File: src/rtl/nn_main_fsm.sv
// Primary NN accelerator control FSM: issues begin_* commands per layer and waits for done pulses.
// Optional WAIT-state watchdog enabled by defining NN_WATCHDOG_EN.
module nn_main_fsm #(
  parameter int STAGE_W         = 8,
  parameter int WATCHDOG_CYCLES = 4096
) (
  input  logic               clk,
  input  logic               reset_n,
  input  logic               start,
  input  logic               registers_initialized,
  input  logic               data_loaded,
  input  logic               data_processed,
  input  logic               output_written,
  input  logic [STAGE_W-1:0] totalLayerNumber,
  output logic               begin_initialize_registers,
  output logic               begin_load_data,
  output logic               begin_process_data,
  output logic               begin_write_output,
  output logic [STAGE_W-1:0] stage,
  output logic               busy,
  output logic               done,
  output logic               error
);

  typedef enum logic [3:0] {
    IDLE, INIT_REQ, INIT_WAIT, CHECK, LOAD_REQ, LOAD_WAIT,
    PROC_REQ, PROC_WAIT, NEXT, WRITE_REQ, WRITE_WAIT, HALT
  } state_t;

  state_t             state_reg, state_next;
  logic [STAGE_W-1:0] stage_next;
  logic               done_next, error_next;
  logic [STAGE_W:0]   stage_inc;
  logic               wd_expired;

  // One extra bit so a layer count near the top of the range cannot wrap.
  assign stage_inc = {1'b0, stage} + {{STAGE_W{1'b0}}, 1'b1};

`ifdef NN_WATCHDOG_EN
  localparam int WD_W = $clog2(WATCHDOG_CYCLES + 1);
  logic [WD_W-1:0] wd_cnt;
  logic            in_wait;

  assign in_wait = (state_reg == INIT_WAIT) || (state_reg == LOAD_WAIT) ||
                   (state_reg == PROC_WAIT) || (state_reg == WRITE_WAIT);
  assign wd_expired = in_wait && (wd_cnt == WD_W'(WATCHDOG_CYCLES - 1));

  // Every WAIT state is entered from a REQ state, so clearing outside WAIT restarts the count on entry.
  always_ff @(posedge clk or negedge reset_n) begin
    if (!reset_n)     wd_cnt <= '0;
    else if (in_wait) wd_cnt <= wd_cnt + 1'b1;
    else              wd_cnt <= '0;
  end
`else
  assign wd_expired = 1'b0;
`endif

  always_comb begin
    state_next = state_reg;
    stage_next = stage;
    done_next  = done;
    error_next = error;
    case (state_reg)
      IDLE: if (start) begin
        state_next = INIT_REQ;
        stage_next = STAGE_W'(1);
        done_next  = 1'b0;
        error_next = 1'b0;
      end
      INIT_REQ:  state_next = INIT_WAIT;
      INIT_WAIT: if (registers_initialized) state_next = CHECK;
                 else if (wd_expired) begin state_next = HALT; error_next = 1'b1; end
      CHECK: if (totalLayerNumber < STAGE_W'(2)) begin
               state_next = HALT;
               error_next = 1'b1;
             end else state_next = LOAD_REQ;
      LOAD_REQ:  state_next = LOAD_WAIT;
      LOAD_WAIT: if (data_loaded) state_next = PROC_REQ;
                 else if (wd_expired) begin state_next = HALT; error_next = 1'b1; end
      PROC_REQ:  state_next = PROC_WAIT;
      PROC_WAIT: if (data_processed) state_next = NEXT;
                 else if (wd_expired) begin state_next = HALT; error_next = 1'b1; end
      NEXT: if (stage_inc < {1'b0, totalLayerNumber}) begin
              state_next = LOAD_REQ;
              stage_next = stage_inc[STAGE_W-1:0];
            end else state_next = WRITE_REQ;
      WRITE_REQ:  state_next = WRITE_WAIT;
      WRITE_WAIT: if (output_written) begin state_next = HALT; done_next = 1'b1; end
                  else if (wd_expired) begin state_next = HALT; error_next = 1'b1; end
      HALT: if (!start) begin
              state_next = IDLE;
              done_next  = 1'b0;
              error_next = 1'b0;
            end
      default: state_next = IDLE;
    endcase
  end

  // Command strobes decode the next state so they are high exactly while in the REQ state.
  always_ff @(posedge clk or negedge reset_n) begin
    if (!reset_n) begin
      state_reg                  <= IDLE;
      begin_initialize_registers <= 1'b0;
      begin_load_data            <= 1'b0;
      begin_process_data         <= 1'b0;
      begin_write_output         <= 1'b0;
      stage                      <= '0;
      busy                       <= 1'b0;
      done                       <= 1'b0;
      error                      <= 1'b0;
    end else begin
      state_reg                  <= state_next;
      begin_initialize_registers <= (state_next == INIT_REQ);
      begin_load_data            <= (state_next == LOAD_REQ);
      begin_process_data         <= (state_next == PROC_REQ);
      begin_write_output         <= (state_next == WRITE_REQ);
      stage                      <= stage_next;
      busy                       <= (state_next != IDLE) && (state_next != HALT);
      done                       <= done_next;
      error                      <= error_next;
    end
  end

endmodule

File: config.mk
export PLATFORM = sky130hd
export DESIGN_NAME = nn_main_fsm
export DESIGN_NICKNAME = d
export VERILOG_FILES = /design/src/rtl/nn_main_fsm.sv
export SDC_FILE = /design/constraint.sdc
export NUM_CORES = 1
export LEC_CHECK = 0
export BUFFER_PORTS_ARGS = -buffer_cell sky130_fd_sc_hd__buf_2
export CAP_MARGIN = 30
export CORE_ASPECT_RATIO = 0.8
export CORE_UTILIZATION = 55
export DETAILED_ROUTE_END_ITERATION = 10
export HOLD_SLACK_MARGIN = 0.12
export MAX_ROUTING_LAYER = met4
export PLACE_DENSITY = 0.81
export SLEW_MARGIN = 20
export SYNTH_ARGS = -nofsm -noshare
export SYNTH_HDL_FRONTEND = slang
export SYNTH_SLANG_ARGS = --single-unit
export TNS_END_PERCENT = 20
File: constraint.sdc
create_clock -name clk -period 5.6 [get_ports clk]
set_input_delay 0.56 -clock clk [delete_from_list [all_inputs] [get_ports clk]]
set_output_delay 0.56 -clock clk [all_outputs]
set_load 0.02 [all_outputs]
# After elaboration in Yosys (flattened, before gate mapping)
# Cells that the tools add are included.
# classes
n_addsub	1
n_lt_le_gt_ge	2
eq_ne	21
mux	18
reduce_logical	9
# ops
op	n
4-bit case mux with 12 select lines	1
4-bit 2-to-1 mux	8
4-bit by 3-bit == test with 1-bit output (second input constant)	6
4-bit == test (second input constant)	5
8-bit 2-to-1 mux	2
8-bit case mux with 2 select lines	1
2-bit inequality test (second input constant)	5
8-bit by 1-bit adder with 9-bit output (second input constant)	1
9-bit by 8-bit less-than comparator with 1-bit output	1
4-bit by 1-bit == test with 1-bit output (second input constant)	2
4-bit by 2-bit == test with 1-bit output (second input constant)	2
8-bit by 2-bit less-than comparator with 1-bit output (second input constant)	1
4-bit AND reduction	2
1-bit case mux with 3 select lines	2
3-bit nonzero test	2
4-bit logical NOT	1
1-bit 2-to-1 mux	4
4-bit inequality test (second input constant)	1
4-bit nonzero test	1
3-bit AND reduction	1
2-bit nonzero test	1
1-bit logical AND	1
# totals
reg_bits	19
output_inout_bits	15
elab_cells	60

# Logic depth before layout (Yosys ltp)
# Gate-level depths: netlist (run 1).
# logic_depth
ltp_word	6
depth_mapped	11
depth_no_buf	10

# Least setup slack after synthesis (run 1)
# OpenSTA, ideal clock, no wires.
# synth_path
path_type	register to register
start	register stage[0]
end	register stage[0]
arrival_time_ps	2556
slack_ps	2963
stages_incl_launch_ff	12
cell_sequence	dfrtp_1 ha_1 nand2_1 nor2_1 xor2_1 ha_1 and3_1 a221oi_1 o21a_2 and3_1 buf_6 mux2i_1
# synth_between
elab_chain_len	4
elab_cells_between_ends	6
# synth_rtl
element	line	rtl
start, declared	19	output logic [STAGE_W-1:0] stage,
start signal, assigned	117	stage <= stage_next;
8-bit by 1-bit adder with 9-bit output (*)	37	assign stage_inc = {1'b0, stage} + {{STAGE_W{1'b0}}, 1'b1};
9-bit by 8-bit less-than comparator with 1-bit output	83	NEXT: if (stage_inc < {1'b0, totalLayerNumber}) begin
2-bit inequality test (no line)	-	
3-bit AND reduction (no line)	-	
# Every way passes the cells marked *; elsewhere a longest branch is shown, timed or not. The select of a mux whose other input is x is not followed.
# A chain may end at the register's enable or synchronous reset.

# Worst setup path in the final report (run 1)
# Ends and elaborated chain as after synthesis.

==> results_dict.tcl, run 1 <==
set metrics [dict create \
    run_status "completed" \
    routedWlPerCell_um 13.9 \
    finalCritPeriodShare_pct 52.7 \
    dr.pass1.iters 4 \
    setup_viol 0 \
    rows 15 \
    power.total_w 0.000533 \
    ys.flop_type "dfrtp_1" \
    grt_max_degree 20 \
    path_class "reg2reg" \
    io_pins 30 \
    grt_use_total_pct 25.1 \
    final_max_slew_viol_count 0 \
    p_seq_share_pct 41.3 \
    cts_root_buf "clkbuf_4" \
    synthCells 141 \
    ant_nets 0 \
    syn_to_final_growth_pct 13.3 \
    startpoint "stage[0]$_DFFE_PN0P_" \
    p_clk_share_pct 13.4 \
    totalWireLength_um 2710 \
    largest_reg_flops 8 \
    syn_area_um2 1300 \
    die-height_um 45.4 \
    crit_arrival_ns 3.18 \
    drc 0 \
    yosys_warnings 0 \
    relSlewSlack_pct 68.6 \
    swShare_pct 43.0 \
    finalSetupTns_ns 0 \
    hold_class "in2async" \
    p_int_w 0.000304 \
    finalNonFillerCells 195 \
    drive_gt1_share_pct 25.9 \
    max_freq_ghz 0.339 \
    wl_met1_um 1350 \
    rr_startpoint "stage[0]$_DFFE_PN0P_" \
    start_kind "flop" \
    place_hpwl_um 2140 \
    syn_nets 164 \
    synth_commonest_cells "dfrtp_1, nand2_1, inv_1" \
    p_comb_share_pct 45.3 \
    ir_drop_mv 0.304 \
    finalCriticalPeriod_ns 2.95 \
    nNetsFinal 194 \
    clock_path_buffers 2 \
    vias 1151 \
    synthMostInstantiatedCell "dfrtp_1" \
    die_width_um 56.3 \
    clkTransAtPathRegs_ns 0.11 \
    io_buffers 29 \
    p_per_area_nw_per_um2 362 \
    place_inst 191 \
    ctsHoldBuffers 0 \
    p_leak_nw 0.756 \
    p_sw_w 0.000229 \
    hold_viol 0 \
    synthArstFlopShare_pct 100 \
    drtIter0Drc 32 \
    ys_top_cells_by_area "dfrtp_1, ha_1, nand2_1, o21ai_0, inv_1" \
    drv_cap 0 \
    viasPerCell 5.90 \
    wl_met2_um 1170 \
    clkSinkCount 19 \
    wl_met3_um 167 \
    worstMarginPinSlew_ns 0.471 \
    rsz0062_at_grt "false" \
    synth_top_cell_by_area "dfrtp_1" \
    synth_top_area_share_pct 36.6 \
    ys_seq_elements 19 \
    synth_cell_types 40 \
    cts_resized 0 \
    die_area_um2 2560 \
    grt_pass1_vias 1019 \
    syn_area_per_cell_um2 9.20 \
    numCtsBuffers 3 \
    antenna_found_initial 0 \
    reg2regPathDepth 10 \
    seq_area_frac_synth_pct 36.6 \
    cts_htree_levels 1 \
    design.core.area_um2 2200 \
    overflow 0 \
    worst_ep_required_time_ns 5.83 \
    holdWs_ns 0.174 \
    place.gp.congestion 0.867 \
    synth_edf_count 0 \
    grt_pass1_wl_um 4670 \
    cts_tree "done" \
    clk_latency_ns 0.30 \
    finClkSkew_ns 0.00476 \
    start_util_pct 59.1 \
    r2r-end "stage[0]$_DFFE_PN0P_" \
    maxUsedRoutingLayer "met4" \
    crit_fanout 9 \
    cts_setup_buffers 0 \
    r2r_slack_ns 2.65 \
    cp-end-kind "flop" \
    antennaDiodeCount 0 \
]
layer usage:
metal / global-route usage (%) / vias up
met4: 5.85 / 0
met1: 35.8 / 546
li1: - / 569
met2: 36.0 / 34
met3: 6.53 / 2
met5: - / -
cell usage in the layout (no fill, tap or decap), drive strengths merged, types with 3 or more instances in the layout:
| cell type | instances |
|---|---|
| nor2b | 5 |
| buf | 29 |
| inv | 12 |
| o21a | 3 |
| ha | 8 |
| and3 | 3 |
| nand2 | 15 |
| xnor2 | 3 |
| nand3 | 8 |
| nor3 | 3 |
| dfrtp | 19 |
| xor2 | 3 |
| clkbuf | 3 |
| nand2b | 4 |
| a31oi | 4 |
| o21ai | 11 |
| nand4 | 6 |
| nor2 | 7 |
| a21o | 3 |
critical path, cell delays in order, from the launching register on:
cell and delay, ns:
dfrtp_1 0.50, ha_1 0.25, nand2_1 0.07, nor2_1 0.18
xor2_1 0.24, ha_1 0.29, and3_1 0.17, a221oi_1 0.28
o21a_2 0.28, and3_1 0.36, mux2i_1 0.24
logic make-up after synthesis:
logic type	Yosys count	share of synthesized area, %
and+or+nand+nor	56	24.5
buffers and inverters	16	6.07
DFF	19	36.6
AOI/OAI and AO/OA	32	17.7
xor gates and xnor gates	6	4.05
adders and majority gates	8	7.71
muxes	4	3.28
metrics by stage:
| stage | instance area, µm² | worst slack (ns) | util [%] |
|---|---|---|---|
| finish | 1470 | 2.65 | 67.0 |
| global placement | 1440 | 2.82 | 65.6 |
| global route | 1470 | 2.43 | 67.0 |
| floorplan | 1300 | 2.96 | - |
| CTS | 1470 | 2.67 | 67.0 |
| detailed placement | 1440 | 2.70 | 65.6 |
how the worst max path moves through the flow:
stage,slack (ns),cells past startpoint,endpoint
2_1_floorplan,2.96,11,stage[0]$_DFFE_PN0P_
3_3_place_gp,2.82,10,stage[5]$_DFFE_PN0P_
3_5_place_dp,2.70,10,stage[0]$_DFFE_PN0P_
4_1_cts,2.67,10,stage[0]$_DFFE_PN0P_
5_1_grt,2.43,10,stage[0]$_DFFE_PN0P_
6_report,2.65,10,stage[0]$_DFFE_PN0P_
power groups by stage:
stage / sequential (W) / clock, W / combinational, W
after floorplan: 0.000214 / 0 / 0.000196
after global placement: 0.000219 / 0 / 0.000235
after detailed placement: 0.000221 / 0 / 0.000241
after CTS: 0.000218 / 0.0000727 / 0.000241
after global routing: 0.000226 / 0.0000810 / 0.000271
final: 0.000220 / 0.0000713 / 0.000241
area by class of cell:
cell class / count / area, µm²
clock buffer: 3 / 22.5
clock inverter: 1 / 7.51
inverter: 12 / 45.0
sequential: 19 / 475
fill: 185 / 726
timing repair buffer: 29 / 145
multi-input combinational: 106 / 743
tap: 25 / 31.3
(Power assumes the default switching activity.)
==> run 2: changes to the inputs <==
--- a/config.mk
+++ b/config.mk
@@ -8,11 +8,11 @@
 export BUFFER_PORTS_ARGS = -buffer_cell sky130_fd_sc_hd__buf_2
 export CAP_MARGIN = 30
 export CORE_ASPECT_RATIO = 0.8
-export CORE_UTILIZATION = 55
+export CORE_UTILIZATION = 48
 export DETAILED_ROUTE_END_ITERATION = 10
 export HOLD_SLACK_MARGIN = 0.12
 export MAX_ROUTING_LAYER = met4
-export PLACE_DENSITY = 0.81
+export PLACE_DENSITY = 0.75
 export SLEW_MARGIN = 20
 export SYNTH_ARGS = -nofsm -noshare
 export SYNTH_HDL_FRONTEND = slang
==> constraint.sdc (replaced) <==
create_clock -name clk -period 2.7 [get_ports clk]
set_input_delay 0.27 -clock clk [delete_from_list [all_inputs] [get_ports clk]]
set_output_delay 0.27 -clock clk [all_outputs]
set_load 0.02 [all_outputs]
==> run 2 against run 1 <==
Effect of this change: combinational power up 130%; global-route usage down 1.1 points; via count up 5.6%; sequential cell count unchanged; total power up 120%; cell count up 12%; worst hold slack better by 0.058 ns; critical endpoint is now begin_load_data$_DFF_PN0_; critical path depth up 1; wire length up 19%.
==> results_dict.tcl, run 2 (same netlist as run 1, synthesis figures left out) <==
set metrics [dict create \
    run_status "completed" \
    die_area_um2 2920 \
    final_common_cell "buf_2" \
    relSlewSlack_pct 66.1 \
    p_comb_share_pct 47.2 \
    die_width_um 60.1 \
    clkSinkCount 19 \
    numCtsBuffers 3 \
    antennaDiodeCount 0 \
    drc 0 \
    io_pins 30 \
    drive_gt1_share_pct 35.7 \
    worstMarginPinSlew_ns 0.509 \
    largest_reg_flops 8 \
    most-common-layout-cells "buf_2, dfrtp_1, nand2_1, inv_1" \
    whs_path_depth 2 \
    start_util_pct 51.8 \
    cts_tree "done" \
    nNetsFinal 206 \
    crit_path_cell_trace "nand3_1, nor2_2, nand3_2, xnor2_2, ha_1, and3_1, a221oi_2, o21a_2, buf_4, a31oi_2, nor4b_2" \
    cp_slowest_cell "dfrtp_1" \
    antenna_found_initial 0 \
    p_seq_share_pct 39.3 \
    clock_path_buffers 2 \
    start_kind "flop" \
    grt_pass1_vias 1112 \
    finClkSkew_ns 0.00464 \
    drv_cap 0 \
    final_max_slew_viol_count 0 \
    drtIter0Drc 77 \
    pre_cts_slack_ns 0.0351 \
    setup_viol 0 \
    ir_drop_mv 0.445 \
    cts_htree_levels 1 \
    n_fill_cell 215 \
    grt_use_total_pct 23.9 \
    rows 16 \
    grt_max_degree 20 \
    swShare_pct 43.4 \
    max_freq_ghz 0.377 \
    p_int_w 0.000658 \
    dr.pass1.iters 4 \
    cp-end-kind "flop" \
    worst_ep_required_time_ns 2.92 \
    place.gp.congestion 0.936 \
    p_sw_w 0.000505 \
    totalWireLength_um 3220 \
    overflow 0 \
    p_per_area_nw_per_um2 715 \
    finalCriticalPeriod_ns 2.65 \
    grt_pass1_wl_um 5110 \
    syn_to_final_growth_pct 25.4 \
    viasPerCell 5.58 \
    path_class "reg2reg" \
    cts_root_buf "clkbuf_4" \
    place_hpwl_um 2320 \
    max_stage_delay_ns 0.39 \
    io_buffers 29 \
    reg2regPathDepth 11 \
    vias 1216 \
    clkTransAtPathRegs_ns 0.12 \
    hold_class "in2reg" \
    setup_ws_ns 0.0505 \
    routedWlPerCell_um 14.8 \
    p_clk_share_pct 13.5 \
    clk_latency_ns 0.31 \
    die-height_um 48.5 \
    crit_fanout 3 \
    hold_viol 0 \
    crit_arrival_ns 2.87 \
    ant_nets 0 \
    p_leak_nw 0.822 \
    holdWs_ns 0.232 \
    design.core.area_um2 2500 \
    finalCritPeriodShare_pct 98.1 \
]
## run 2: changes by cell type in the layout (fill, tap and decap cells not counted), sizes merged
cell         before  now
buf              29   40
dlygate4sd3       0    1
## run 2: worst max-delay path, delay by kind of cell (launching register included)
kind / cells / cell delay [ns]
AND/OR/NAND/NOR: 5 / 0.95
AO/OA/AOI/OAI: 3 / 0.58
flip-flops: 1 / 0.39
adder cells (fa/ha/maj): 1 / 0.28
XOR/XNOR: 1 / 0.23
buffers and inverters: 1 / 0.13
## run 2: timing repair
item / CTS / global route
setup endpoints to repair: 2 / 9
pin swaps: 0 / 4
setup buffers: 0 / 4
hold buffers: 1 / 0
hold endpoints to repair: 19 / 0
resized for setup: 1 / 11
## run 2: worst paths after layout
kind | from | end | slack (ns)
max | stage[2]$_DFFE_PN0P_ | begin_load_data$_DFF_PN0_ | 0.05
max in group asynchronous | reset_n | stage[0]$_DFFE_PN0P_ | 1.96
min | data_loaded | begin_process_data$_DFF_PN0_ | 0.23
min reg2reg | error$_DFFE_PN0P_ | error$_DFFE_PN0P_ | 0.52
max reg2reg | stage[2]$_DFFE_PN0P_ | begin_load_data$_DFF_PN0_ | 0.05
min in group asynchronous | reset_n | stage[5]$_DFFE_PN0P_ | 0.41
## run 2: stage by stage
| stage | TNS (ns) | cell area [µm²] | power, W | instances | utilization [%] |
|---|---|---|---|---|---|
| finish | 0 | 1630 | 0.00116 | 218 | 65.0 |
| global route | -0.0913 | 1630 | 0.00125 | 218 | 65.0 |
| CTS | 0 | 1550 | 0.00113 | 214 | 61.9 |
| detailed placement | 0 | 1510 | 0.000973 | 209 | 60.2 |
| global placement | 0 | 1510 | 0.000955 | 209 | 60.2 |
| floorplan | 0 | 1300 | 0.000849 | 141 | - |
## run 2: power by group through the flow
stage / clock network (W) / logic, W / registers, W
floorplan: 0 / 0.000406 / 0.000443
global placement: 0 / 0.000506 / 0.000448
detailed placement: 0 / 0.000521 / 0.000452
CTS: 0.000158 / 0.000526 / 0.000447
global route: 0.000177 / 0.000608 / 0.000468
finish: 0.000157 / 0.000549 / 0.000456
## run 2: layout make-up
class                           instances  area (µm²)  share of cell area [%]
Inverter                               12        45.0                    2.77
Sequential cell                        19         478                    29.4
Clock buffer                            3        22.5                    1.38
Tap cell                               36        45.0                    2.77
Multi-Input combinational cell        106         791                    48.6
Timing Repair Buffer                   41         238                    14.6
Clock inverter                          1        7.51                   0.462
## run 2: layer usage
| metal | wire length (µm) | vias to the layer above | global-route usage, % |
|---|---|---|---|
| met5 | 0 | - | - |
| met1 | 1490 | 562 | 35.1 |
| met3 | 271 | 2 | 6.42 |
| met4 | 9 | 0 | 2.71 |
| met2 | 1460 | 61 | 34.1 |
| li1 | - | 591 | - |
==> run 3: changes to the inputs <==
==> constraint.sdc (replaced) <==
create_clock -name clk -period 2.4 [get_ports clk]
set_input_delay 0.12 -clock clk [delete_from_list [all_inputs] [get_ports clk]]
set_output_delay 0.12 -clock clk [all_outputs]
set_load 0.02 [all_outputs]
==> run 3 against run 2 <==
Effect of this change: clock-buffer cell count unchanged; sequential cell count unchanged; combinational power up 16%; core utilization grew 3.4 points; clock power is 9.6% higher; wire length is 1.5% higher; cell count up 2.3%.
==> results_dict.tcl, run 3 (same netlist as run 1, synthesis figures left out) <==
set metrics [dict create \
    run_status "completed" \
    relSlewSlack_pct 67.4 \
    cp_slowest_cell "dfrtp_2" \
    finClkSkew_ns 0.00426 \
    grt_pass1_vias 1210 \
    drive_gt1_share_pct 40.1 \
    setup_viol 0 \
    r2r-end "stage[0]$_DFFE_PN0P_" \
    hold_viol 0 \
    path_class "reg2reg" \
    clock_path_buffers 2 \
    rr_startpoint "stage[3]$_DFFE_PN0P_" \
    worst_ep_required_time_ns 2.64 \
    finalCriticalPeriod_ns 2.39 \
    die_area_um2 2920 \
    p_leak_nw 0.858 \
    nNetsFinal 211 \
    max_stage_delay_ns 0.41 \
    max_freq_ghz 0.418 \
    syn_to_final_growth_pct 31.9 \
    finalSetupTns_ns 0 \
    numCtsBuffers 3 \
    grt_max_degree 20 \
    drtIter0Drc 53 \
    rows 16 \
    totalWireLength_um 3270 \
    startpoint "stage[3]$_DFFE_PN0P_" \
    io_pins 30 \
    dr.pass1.iters 4 \
    grt_pass1_wl_um 5510 \
    worst-path-buf-inv 1 \
    largest_reg_flops 8 \
    crit_arrival_ns 2.63 \
    reg2regPathDepth 10 \
    finalCritPeriodShare_pct 99.7 \
    routedWlPerCell_um 14.7 \
    viasPerCell 5.64 \
    antenna_found_initial 0 \
    cp.depth 10 \
    maxUsedRoutingLayer "met4" \
    crit_path_cell_trace "nand3_4, buf_4, nor2_4, xor2_2, ha_1, and3_4, a221oi_2, o21a_2, and3_4, mux2i_1" \
    grt_use_total_pct 25.7 \
    hold_class "in2reg" \
    multiInputGateArea_um2 830 \
    overflow 0 \
    final_common_cell "buf_2" \
    crit_fanout 8 \
    cts_root_buf "clkbuf_4" \
    regArea_um2 482 \
    worstMarginPinSlew_ns 0.488 \
    most-common-layout-cells "buf_2, dfrtp_1, buf_4, nand2_1, inv_1" \
    drv_cap 0 \
    ir_drop_mv 0.556 \
    clkTransAtPathRegs_ns 0.12 \
    clkSinkCount 19 \
    rsz0062_at_grt "true" \
    n_fill_cell 187 \
    design.core.area_um2 2500 \
    antennaDiodeCount 0 \
    cp-end-kind "flop" \
    place.gp.congestion 0.867 \
    wl_met2_um 1500 \
    die_width_um 60.1 \
    crit_top_cell "and3_4" \
    place_hpwl_um 2420 \
    start_util_pct 51.8 \
    die-height_um 48.5 \
    vias 1258 \
    r2r_slack_ns 0.007 \
    cts_htree_levels 1 \
    clk_latency_ns 0.30 \
    wl_met3_um 200 \
    ant_nets 0 \
    cts_tree "done" \
    start_kind "flop" \
    io_buffers 29 \
    drc 0 \
    p_per_area_nw_per_um2 774 \
    final_max_slew_viol_count 0 \
    cp-endpoint "stage[0]$_DFFE_PN0P_" \
    wl_met1_um 1530 \
    power.total_w 0.00132 \
    path_delay_family "simple AND/OR/NAND/NOR gates" \
]
## run 3: layout make-up
type | instances | area share, %
Clock inverter | 1 | 0.439
Clock buffer | 3 | 1.32
Tap cell | 36 | 2.63
Timing Repair Buffer | 46 | 16.4
Multi-Input combinational cell | 106 | 48.5
Sequential cell | 19 | 28.1
Inverter | 12 | 2.63
## run 3: how the worst min path moves through the flow
stage / cells past startpoint / slack, ns / end / from
6_report: 4 / 0.16 / error$_DFFE_PN0P_ / totalLayerNumber[3]
5_1_grt: 4 / 0.19 / error$_DFFE_PN0P_ / totalLayerNumber[5]
4_1_cts: 4 / 0.16 / error$_DFFE_PN0P_ / totalLayerNumber[3]
3_5_place_dp: 1 / 0.09 / error$_DFFE_PN0P_ / reset_n
3_3_place_gp: 1 / 0.08 / error$_DFFE_PN0P_ / reset_n
2_1_floorplan: 0 / -0.18 / begin_initialize_registers$_DFF_PN0_ / reset_n
## run 3: metrics by stage
stage                     instance area (µm²)  std cells  setup slack, ns  hold WS [ns]  utilization (%)
after detailed placement                 1570        211          -0.0714        0.0900             62.9
after CTS                                1680        222         0.000319         0.163             67.3
after floorplan                          1350        141          -0.0505        -0.176                -
after global placement                   1570        211           0.0411        0.0826             62.9
after global routing                     1710        223           -0.114         0.190             68.4
final                                    1710        223          0.00734         0.160             68.4
## run 3: worst min-delay path, delay by kind of cell
kind,cells,cell delay [ns]
simple gates,3,0.24
buf+inv,1,0.09
## run 3: power by group
part           leakage, nW  switching [W]  internal, W
Clock               0.0139       0.000109    0.0000635
Combinational        0.602       0.000342     0.000297
Sequential           0.242       0.000121     0.000392
Total                0.858       0.000572     0.000753
## run 3: per-layer routing
metal / track usage [%] / vias up
met5: - / -
met4: 4.65 / 0
met3: 5.35 / 8
met2: 38.3 / 61
met1: 36.4 / 584
li1: - / 605
## run 3: what timing repair did
action	4_1_cts	5_1_grt
resized for setup	3	4
pin swaps	4	3
endpoints found under the setup margin	9	10
endpoints found under the hold margin	21	0
hold buffers	3	0
buffers inserted	4	1
